$ cat src/rtl/lcd_text_sched_if.sv
// Signal bundle between lcd_text_sched, the host logic and the LCD write engine.
// The slave modport is the scheduler's view; the master modport is the host/engine side.
interface lcd_text_sched_if;
    logic       buf_we;
    logic [5:0] buf_addr;
    logic [7:0] buf_wdata;
    logic       cmd_valid;
    logic [7:0] cmd_data;
    logic       cmd_ready;
    logic       wr_start;
    logic       wr_mode4;
    logic       wr_rs;
    logic [7:0] wr_data;
    logic       wr_busy;
    logic       wr_done;
    logic       init_done;
    logic       frame_done;

    modport slave (
        input  buf_we, buf_addr, buf_wdata,
        input  cmd_valid, cmd_data,
        output cmd_ready,
        output wr_start, wr_mode4, wr_rs, wr_data,
        input  wr_busy, wr_done,
        output init_done, frame_done
    );

    modport master (
        output buf_we, buf_addr, buf_wdata,
        output cmd_valid, cmd_data,
        input  cmd_ready,
        input  wr_start, wr_mode4, wr_rs, wr_data,
        output wr_busy, wr_done,
        input  init_done, frame_done
    );
endinterface

$ cat src/rtl/lcd_text_sched.sv
// LCD text scheduler: runs the power-up byte sequence, then refreshes a 2-row
// character buffer forever, letting single host commands preempt at transfer boundaries.
module lcd_text_sched #(
    parameter int unsigned COLS      = 16,
    parameter int unsigned FRAME_GAP = 0
) (
    input  logic            clk,
    input  logic            reset,
    lcd_text_sched_if.slave bus
);

    localparam int unsigned DEPTH = 2 * COLS;
    localparam int unsigned BW    = (DEPTH > 1) ? $clog2(DEPTH) : 1;
    localparam int unsigned CW    = 6;
    localparam int unsigned GW    = $clog2(FRAME_GAP + 2);

    typedef enum logic [2:0] {
        S_INIT,
        S_ADDR0,
        S_ROW0,
        S_ADDR1,
        S_ROW1,
        S_GAP,
        S_CMD
    } state_t;

    state_t        state_q, state_d;
    logic          waiting_q, waiting_d;
    logic [CW-1:0] col_q, col_d;
    logic [2:0]    step_q, step_d;
    logic [GW-1:0] gap_q, gap_d;
    logic          pend_q, pend_d;
    logic [7:0]    cmd_q, cmd_d;
    logic          init_done_q, init_done_d;
    logic          frame_done_q, frame_done_d;
    logic          start_q, start_d;
    logic          mode4_q, mode4_d;
    logic          rs_q, rs_d;
    logic [7:0]    data_q, data_d;

    logic [7:0]    char_buf [DEPTH];
    logic [BW-1:0] rd_idx;
    logic [BW-1:0] wr_idx;
    logic          wr_in_range;

    logic          cmd_ready;
    logic          cmd_acc;
    logic          xfer_done;
    logic          last_col;
    logic          issue;
    logic [7:0]    pay_data;
    logic          pay_rs;
    logic          pay_mode4;

    assign cmd_ready   = init_done_q && !pend_q;
    assign cmd_acc     = bus.cmd_valid && cmd_ready;
    assign xfer_done   = waiting_q && bus.wr_done;
    assign last_col    = (col_q == CW'(COLS - 1));
    assign rd_idx      = BW'(col_q) + ((state_q == S_ROW1) ? BW'(COLS) : '0);
    assign wr_idx      = BW'(bus.buf_addr);
    assign wr_in_range = (32'(bus.buf_addr) < DEPTH);

    // Buffer read is combinational against the pre-edge contents, so a write
    // landing on the same edge as wr_start never reaches the byte being sent.
    always_ff @(posedge clk or posedge reset) begin
        if (reset) begin
            for (int unsigned i = 0; i < DEPTH; i++) begin
                char_buf[i] <= 8'h20;
            end
        end else if (bus.buf_we && wr_in_range) begin
            char_buf[wr_idx] <= bus.buf_wdata;
        end
    end

    always_comb begin
        pay_data  = 8'h00;
        pay_rs    = 1'b0;
        pay_mode4 = 1'b1;
        case (state_q)
            S_INIT: begin
                pay_mode4 = (step_q >= 3'd3);
                case (step_q)
                    3'd0, 3'd1, 3'd2: pay_data = 8'h33;
                    3'd3, 3'd4:       pay_data = 8'h28;
                    3'd5:             pay_data = 8'h06;
                    3'd6:             pay_data = 8'h0C;
                    default:          pay_data = 8'h01;
                endcase
            end
            S_ADDR0: pay_data = 8'h80;
            S_ADDR1: pay_data = 8'hC0;
            S_ROW0, S_ROW1: begin
                pay_data = char_buf[rd_idx];
                pay_rs   = 1'b1;
            end
            S_CMD:   pay_data = cmd_q;
            default: pay_data = 8'h00;
        endcase
    end

    always_comb begin
        state_d      = state_q;
        waiting_d    = waiting_q;
        col_d        = col_q;
        step_d       = step_q;
        gap_d        = gap_q;
        pend_d       = pend_q;
        cmd_d        = cmd_q;
        init_done_d  = init_done_q;
        frame_done_d = 1'b0;
        start_d      = 1'b0;
        mode4_d      = mode4_q;
        rs_d         = rs_q;
        data_d       = data_q;
        issue        = 1'b0;

        if (cmd_acc) begin
            pend_d = 1'b1;
            cmd_d  = bus.cmd_data;
        end

        case (state_q)
            S_INIT: begin
                if (xfer_done) begin
                    waiting_d = 1'b0;
                    if (step_q == 3'd7) begin
                        init_done_d = 1'b1;
                        state_d     = S_ADDR0;
                        col_d       = '0;
                    end else begin
                        step_d = step_q + 3'd1;
                    end
                end else if (!waiting_q && !bus.wr_busy) begin
                    issue = 1'b1;
                end
            end
            S_CMD: begin
                if (xfer_done) begin
                    waiting_d = 1'b0;
                    pend_d    = 1'b0;
                    state_d   = S_ADDR0;
                    col_d     = '0;
                end else if (!waiting_q && !bus.wr_busy) begin
                    issue = 1'b1;
                end
            end
            S_GAP: begin
                if (pend_d) begin
                    state_d = S_CMD;
                end else if (gap_q == GW'(FRAME_GAP)) begin
                    state_d = S_ADDR0;
                    col_d   = '0;
                end else begin
                    gap_d = gap_q + GW'(1);
                end
            end
            S_ADDR0, S_ROW0, S_ADDR1, S_ROW1: begin
                // A pending command (even one accepted this very cycle) takes
                // the next transfer slot, abandoning the rest of the frame.
                if (xfer_done) begin
                    waiting_d = 1'b0;
                    if (pend_d) begin
                        state_d = S_CMD;
                    end else begin
                        case (state_q)
                            S_ADDR0: begin
                                state_d = S_ROW0;
                                col_d   = '0;
                            end
                            S_ROW0: begin
                                if (last_col) begin
                                    state_d = S_ADDR1;
                                    col_d   = '0;
                                end else begin
                                    col_d = col_q + CW'(1);
                                end
                            end
                            S_ADDR1: begin
                                state_d = S_ROW1;
                                col_d   = '0;
                            end
                            default: begin
                                if (last_col) begin
                                    state_d      = S_GAP;
                                    col_d        = '0;
                                    gap_d        = '0;
                                    frame_done_d = 1'b1;
                                end else begin
                                    col_d = col_q + CW'(1);
                                end
                            end
                        endcase
                    end
                end else if (!waiting_q) begin
                    if (pend_d) begin
                        state_d = S_CMD;
                    end else if (!bus.wr_busy) begin
                        issue = 1'b1;
                    end
                end
            end
            default: state_d = S_INIT;
        endcase

        if (issue) begin
            start_d   = 1'b1;
            waiting_d = 1'b1;
            data_d    = pay_data;
            rs_d      = pay_rs;
            mode4_d   = pay_mode4;
        end
    end

    always_ff @(posedge clk or posedge reset) begin
        if (reset) begin
            state_q      <= S_INIT;
            waiting_q    <= 1'b0;
            col_q        <= '0;
            step_q       <= '0;
            gap_q        <= '0;
            pend_q       <= 1'b0;
            cmd_q        <= '0;
            init_done_q  <= 1'b0;
            frame_done_q <= 1'b0;
            start_q      <= 1'b0;
            mode4_q      <= 1'b0;
            rs_q         <= 1'b0;
            data_q       <= '0;
        end else begin
            state_q      <= state_d;
            waiting_q    <= waiting_d;
            col_q        <= col_d;
            step_q       <= step_d;
            gap_q        <= gap_d;
            pend_q       <= pend_d;
            cmd_q        <= cmd_d;
            init_done_q  <= init_done_d;
            frame_done_q <= frame_done_d;
            start_q      <= start_d;
            mode4_q      <= mode4_d;
            rs_q         <= rs_d;
            data_q       <= data_d;
        end
    end

    assign bus.cmd_ready  = cmd_ready;
    assign bus.wr_start   = start_q;
    assign bus.wr_mode4   = mode4_q;
    assign bus.wr_rs      = rs_q;
    assign bus.wr_data    = data_q;
    assign bus.init_done  = init_done_q;
    assign bus.frame_done = frame_done_q;

endmodule
$ cat src/flat_wrapper.sv
// flat-port wrapper written by rule: the top's interface ports become plain ports
module lcd_text_sched_flat 
#(
    parameter int unsigned COLS      = 16,
    parameter int unsigned FRAME_GAP = 0
)
  (clk, reset, bus_buf_we, bus_buf_addr, bus_buf_wdata, bus_cmd_valid, bus_cmd_data, bus_cmd_ready, bus_wr_start, bus_wr_mode4, bus_wr_rs, bus_wr_data, bus_wr_busy, bus_wr_done, bus_init_done, bus_frame_done);
  lcd_text_sched_if bus_i ();
  input  logic clk;
  input  logic reset;
  input wire logic [$bits(bus_i.buf_we)-1:0] bus_buf_we;
  input wire logic [$bits(bus_i.buf_addr)-1:0] bus_buf_addr;
  input wire logic [$bits(bus_i.buf_wdata)-1:0] bus_buf_wdata;
  input wire logic [$bits(bus_i.cmd_valid)-1:0] bus_cmd_valid;
  input wire logic [$bits(bus_i.cmd_data)-1:0] bus_cmd_data;
  output wire logic [$bits(bus_i.cmd_ready)-1:0] bus_cmd_ready;
  output wire logic [$bits(bus_i.wr_start)-1:0] bus_wr_start;
  output wire logic [$bits(bus_i.wr_mode4)-1:0] bus_wr_mode4;
  output wire logic [$bits(bus_i.wr_rs)-1:0] bus_wr_rs;
  output wire logic [$bits(bus_i.wr_data)-1:0] bus_wr_data;
  input wire logic [$bits(bus_i.wr_busy)-1:0] bus_wr_busy;
  input wire logic [$bits(bus_i.wr_done)-1:0] bus_wr_done;
  output wire logic [$bits(bus_i.init_done)-1:0] bus_init_done;
  output wire logic [$bits(bus_i.frame_done)-1:0] bus_frame_done;
  assign bus_i.buf_we = bus_buf_we;
  assign bus_i.buf_addr = bus_buf_addr;
  assign bus_i.buf_wdata = bus_buf_wdata;
  assign bus_i.cmd_valid = bus_cmd_valid;
  assign bus_i.cmd_data = bus_cmd_data;
  assign bus_cmd_ready = bus_i.cmd_ready;
  assign bus_wr_start = bus_i.wr_start;
  assign bus_wr_mode4 = bus_i.wr_mode4;
  assign bus_wr_rs = bus_i.wr_rs;
  assign bus_wr_data = bus_i.wr_data;
  assign bus_i.wr_busy = bus_wr_busy;
  assign bus_i.wr_done = bus_wr_done;
  assign bus_init_done = bus_i.init_done;
  assign bus_frame_done = bus_i.frame_done;
  lcd_text_sched #(.COLS(COLS), .FRAME_GAP(FRAME_GAP)) u_core (.clk(clk), .reset(reset), .bus(bus_i));
endmodule
$ cat config.mk
export PLATFORM = sky130hd
export DESIGN_NAME = lcd_text_sched_flat
export DESIGN_NICKNAME = d
export VERILOG_FILES = /design/src/rtl/lcd_text_sched_if.sv /design/src/rtl/lcd_text_sched.sv /design/src/flat_wrapper.sv
export SDC_FILE = /design/constraint.sdc
export NUM_CORES = 1
export LEC_CHECK = 0
export CAP_MARGIN = 0
export CORE_ASPECT_RATIO = 0.7
export CORE_UTILIZATION = 60
export CTS_CLUSTER_SIZE = 30
export DETAILED_ROUTE_END_ITERATION = 7
export GPL_TIMING_DRIVEN = 0
export PLACE_DENSITY = 0.8
export SLEW_MARGIN = 30
export SYNTH_ARGS = -nofsm -noshare
export SYNTH_HDL_FRONTEND = slang
export SYNTH_SLANG_ARGS = --single-unit
$ cat constraint.sdc
create_clock -name clk -period 15.05 [get_ports clk]
set_input_delay 3.7625 -clock clk [delete_from_list [all_inputs] [get_ports clk]]
set_output_delay 3.7625 -clock clk [all_outputs]
set_load 0.005 [all_outputs]
==> impl_metrics.env <==
export IMPL_hpwl_um=24700
export IMPL_drc=0
export IMPL_synth_distinct_cells=57
export IMPL_post_cts_buffers=0
export IMPL_die_w_um=183
export IMPL_synthMuxAreaShare_pct=34.2
export IMPL_rows=45
export IMPL_synth_adder_area_share_pct=0.708
export IMPL_gr_total_overflow=0
export IMPL_ys_flop_type="dfrtp_1"
export IMPL_cts_resized=0
export IMPL_holdPathStages=1
export IMPL_clk_latency_ns=0.55
export IMPL_critPathRequiredTime_ns=15.49
export IMPL_maxSlewHeadroom_pct=35.8
export IMPL_syn_nets=996
export IMPL_min_from="u_core.char_buf[15]$_DFFE_PP0P_"
export IMPL_cts_clk_slew_worst_paths_ns=0.07
export IMPL_cp_end_kind="register"
export IMPL_status="completed"
export IMPL_ir_drop_mv=0.120
export IMPL_grt_usage_pct=32.2
export IMPL_finish_utilization_pct=70.6
export IMPL_yosysSeqAreaShare_pct=53.1
export IMPL_cts_tree="built"
export IMPL_power_uw=2380
export IMPL_rr_startpoint="u_core.col_q[1]$_DFFE_PP0P_"
export IMPL_cts_sinks=291
export IMPL_synthToLayoutAreaGrowth_pct=13.4
export IMPL_synth_compound_area_share_pct=3.79
export IMPL_finalWirelength_um=35800
export IMPL_fin_ws_ns=9.50
export IMPL_pre_cts_ws_ns=9.02
export IMPL_fin_crit_sh_pct=36.9
export IMPL_layout_commonest_cell="mux2_2"
export IMPL_arrival_ns=5.99
export IMPL_grt_max_degree=82
export IMPL_synthesis_area_sq_um=13800
export IMPL_first_pass_iters=5
export IMPL_synthXorXnorAreaFrac_pct=0.245
export IMPL_ys_ff_latch=291
export IMPL_yosys_area_share_simple_pct=5.27
export IMPL_grt_pass1_wl_um=55400
export IMPL_htree_levels=1
export IMPL_crit_type="in2reg"
export IMPL_fin_tns_setup_ns=0
export IMPL_ff2ff_path_depth=9
export IMPL_cts_root_buf="clkbuf_16"
export IMPL_ios=42
export IMPL_routedWlPerCell_um=26.4
export IMPL_layout_common_cells="mux2_2 (262), dfrtp_1 (259), mux4_2 (66), nand2_1 (53), clkbuf_1 (39)"
export IMPL_ant_nets=0
export IMPL_ctsHoldBuffers=0
export IMPL_dieHeight_um=129
export IMPL_clock_skew_ns=0.00996
export IMPL_ys_warn_count=0
export IMPL_drt_initial_drc_count=758
export IMPL_grt_pass1_vias=8985
export IMPL_r2r_end="u_core.bus.wr_data[3]$_DFFE_PP0P_"
export IMPL_period_needed_ns=5.55
export IMPL_hp_class="reg2reg"
export IMPL_final_hold_viol_count=0
export IMPL_crit_fanout=8
export IMPL_start_util_pct=62.3
export IMPL_avgSynthCellArea_sq_um=14.3
export IMPL_synth_top_family_by_area="multiplexers"
export IMPL_cts_buffer_depth=3
export IMPL_critPathLaunchType="primary input"
export IMPL_antenna_found_initial=0
export IMPL_regToRegSetupSlack_ns=12.11
export IMPL_max_freq_ghz=0.180
export IMPL_report_final_slew_viol_count=0
export IMPL_worst_pin_slew_ns=0.959
export IMPL_drive_gt1_share_pct=42.5
export IMPL_power_density_nw_per_um2=152
export IMPL_p_leak_uw=0.00688
export IMPL_drv_cap=0
export IMPL_die_area_sq_um=23600
export IMPL_port_buffers=38
export IMPL_via_per_inst=6.51
export IMPL_route_vias_total=8842
export IMPL_setup_viol=0
export IMPL_core_sq_um=22100
export IMPL_rsz0062_at_grt="false"
export IMPL_hold_end="u_core.char_buf[15]$_DFFE_PP0P_"
export IMPL_place_congestion=0.901
export IMPL_async_flop_share_pct=100
export IMPL_synth_edf_count=0
export IMPL_final_nets=1066
export IMPL_syn_instance_count=961
export IMPL_cts_made_buffers=27
==> synth_stat cells (6+ instances only) <==
| master | instances | area share, % |
|---|---|---|
| nor3_1 | 11 | 0.40 |
| dfrtp_1 | 259 | 47 |
| buf_6 | 8 | 0.65 |
| mux2i_1 | 23 | 1.7 |
| mux4_2 | 66 | 11 |
| nor2_1 | 26 | 0.71 |
| clkbuf_1 | 38 | 1.0 |
| buf_4 | 6 | 0.33 |
| mux2_2 | 262 | 21 |
| and3_1 | 7 | 0.32 |
| nor2_2 | 8 | 0.36 |
| o21ai_1 | 14 | 0.51 |
| nand2_1 | 53 | 1.4 |
| nand2b_1 | 11 | 0.50 |
| nand3_1 | 7 | 0.25 |
| ha_1 | 7 | 0.64 |
| a21oi_1 | 17 | 0.62 |
| nor2b_1 | 6 | 0.27 |
| o21ai_0 | 14 | 0.51 |
| dfstp_2 | 32 | 6.1 |
| inv_1 | 9 | 0.25 |
| buf_2 | 8 | 0.29 |
==> power breakdown <==
part / switching (uW) / total [uW] / internal, uW
registers: 74.2 / 992 / 918
clock network: 308 / 758 / 450
logic: 339 / 633 / 294
==> worst max path at each step <==
stage,endpoint,cells past startpoint,start,slack [ns]
after floorplan,u_core.bus.frame_done$_DFF_PP0_,1,reset,3.31
after global placement,u_core.bus.init_done$_DFFE_PP0P_,2,reset,-0.16
after detailed placement,u_core.char_buf[137]$_DFFE_PP0P_,7,bus_buf_we,9.02
after CTS,u_core.char_buf[137]$_DFFE_PP0P_,7,bus_buf_we,9.57
after global routing,u_core.char_buf[217]$_DFFE_PP0P_,5,bus_buf_addr[5],9.46
final,u_core.char_buf[217]$_DFFE_PP0P_,5,bus_buf_addr[5],9.50
==> flip-flops by register name, summed over array words and instances, names as in the netlist <==
| register | count |
|---|---|
| u_core.waiting_q | 1 |
| u_core.cmd_q | 8 |
| u_core.bus.wr_start | 1 |
| u_core.bus.wr_data | 8 |
| u_core.state_q | 3 |
| u_core.bus.init_done | 1 |
| u_core.char_buf | 256 |
| u_core.step_q | 3 |
| u_core.col_q | 6 |
| u_core.pend_q | 1 |
| u_core.bus.frame_done | 1 |
| u_core.bus.wr_mode4 | 1 |
| u_core.bus.wr_rs | 1 |
==> stage by stage <==
step | hold WS [ns] | cell area (sq um) | std cells
after floorplan | 0.452 | 13800 | 961
after global placement | 0.462 | 14500 | 1304
after detailed placement | 0.469 | 14600 | 1307
after CTS | 0.483 | 15600 | 1357
after global routing | 0.495 | 15600 | 1357
final | 0.482 | 15600 | 1358
==> critical path: stages <==
cell and delay (ns):
clkdlybuf4s50_1 0.42, nand2b_1 0.20, nor3_1 0.61, nand2_1 0.56
mux2_2 0.43
==> cell type report <==
cell class	instances	area, sq um
flip-flops and latches	291	7320
fillers	1504	6500
multi-input cells	596	6090
clock buffers	35	776
repair buffers	41	463
well taps	305	382
plain buffers	62	325
clock inverters	15	213
inverters	12	52.6
diodes	1	2.50
==> metal layers <==
metal	up-vias	share of wire, %	global-route usage [%]
met3	77	9.2	9.68
met5	-	0	0
met4	0	3.1	10.1
met2	372	43	46.1
li1	3710	-	-
met1	4683	45	47.5
==> kinds of logic after synthesis <==
kind of cell,after synthesis
and+or+nand+nor,148
adders and majority gates,8
muxes,355
buffers and inverters,74
xor gates and xnor gates,3
AOI/OAI and AO/OA,82
DFF,291
Note: power is estimated with default switching activity, not from simulation.
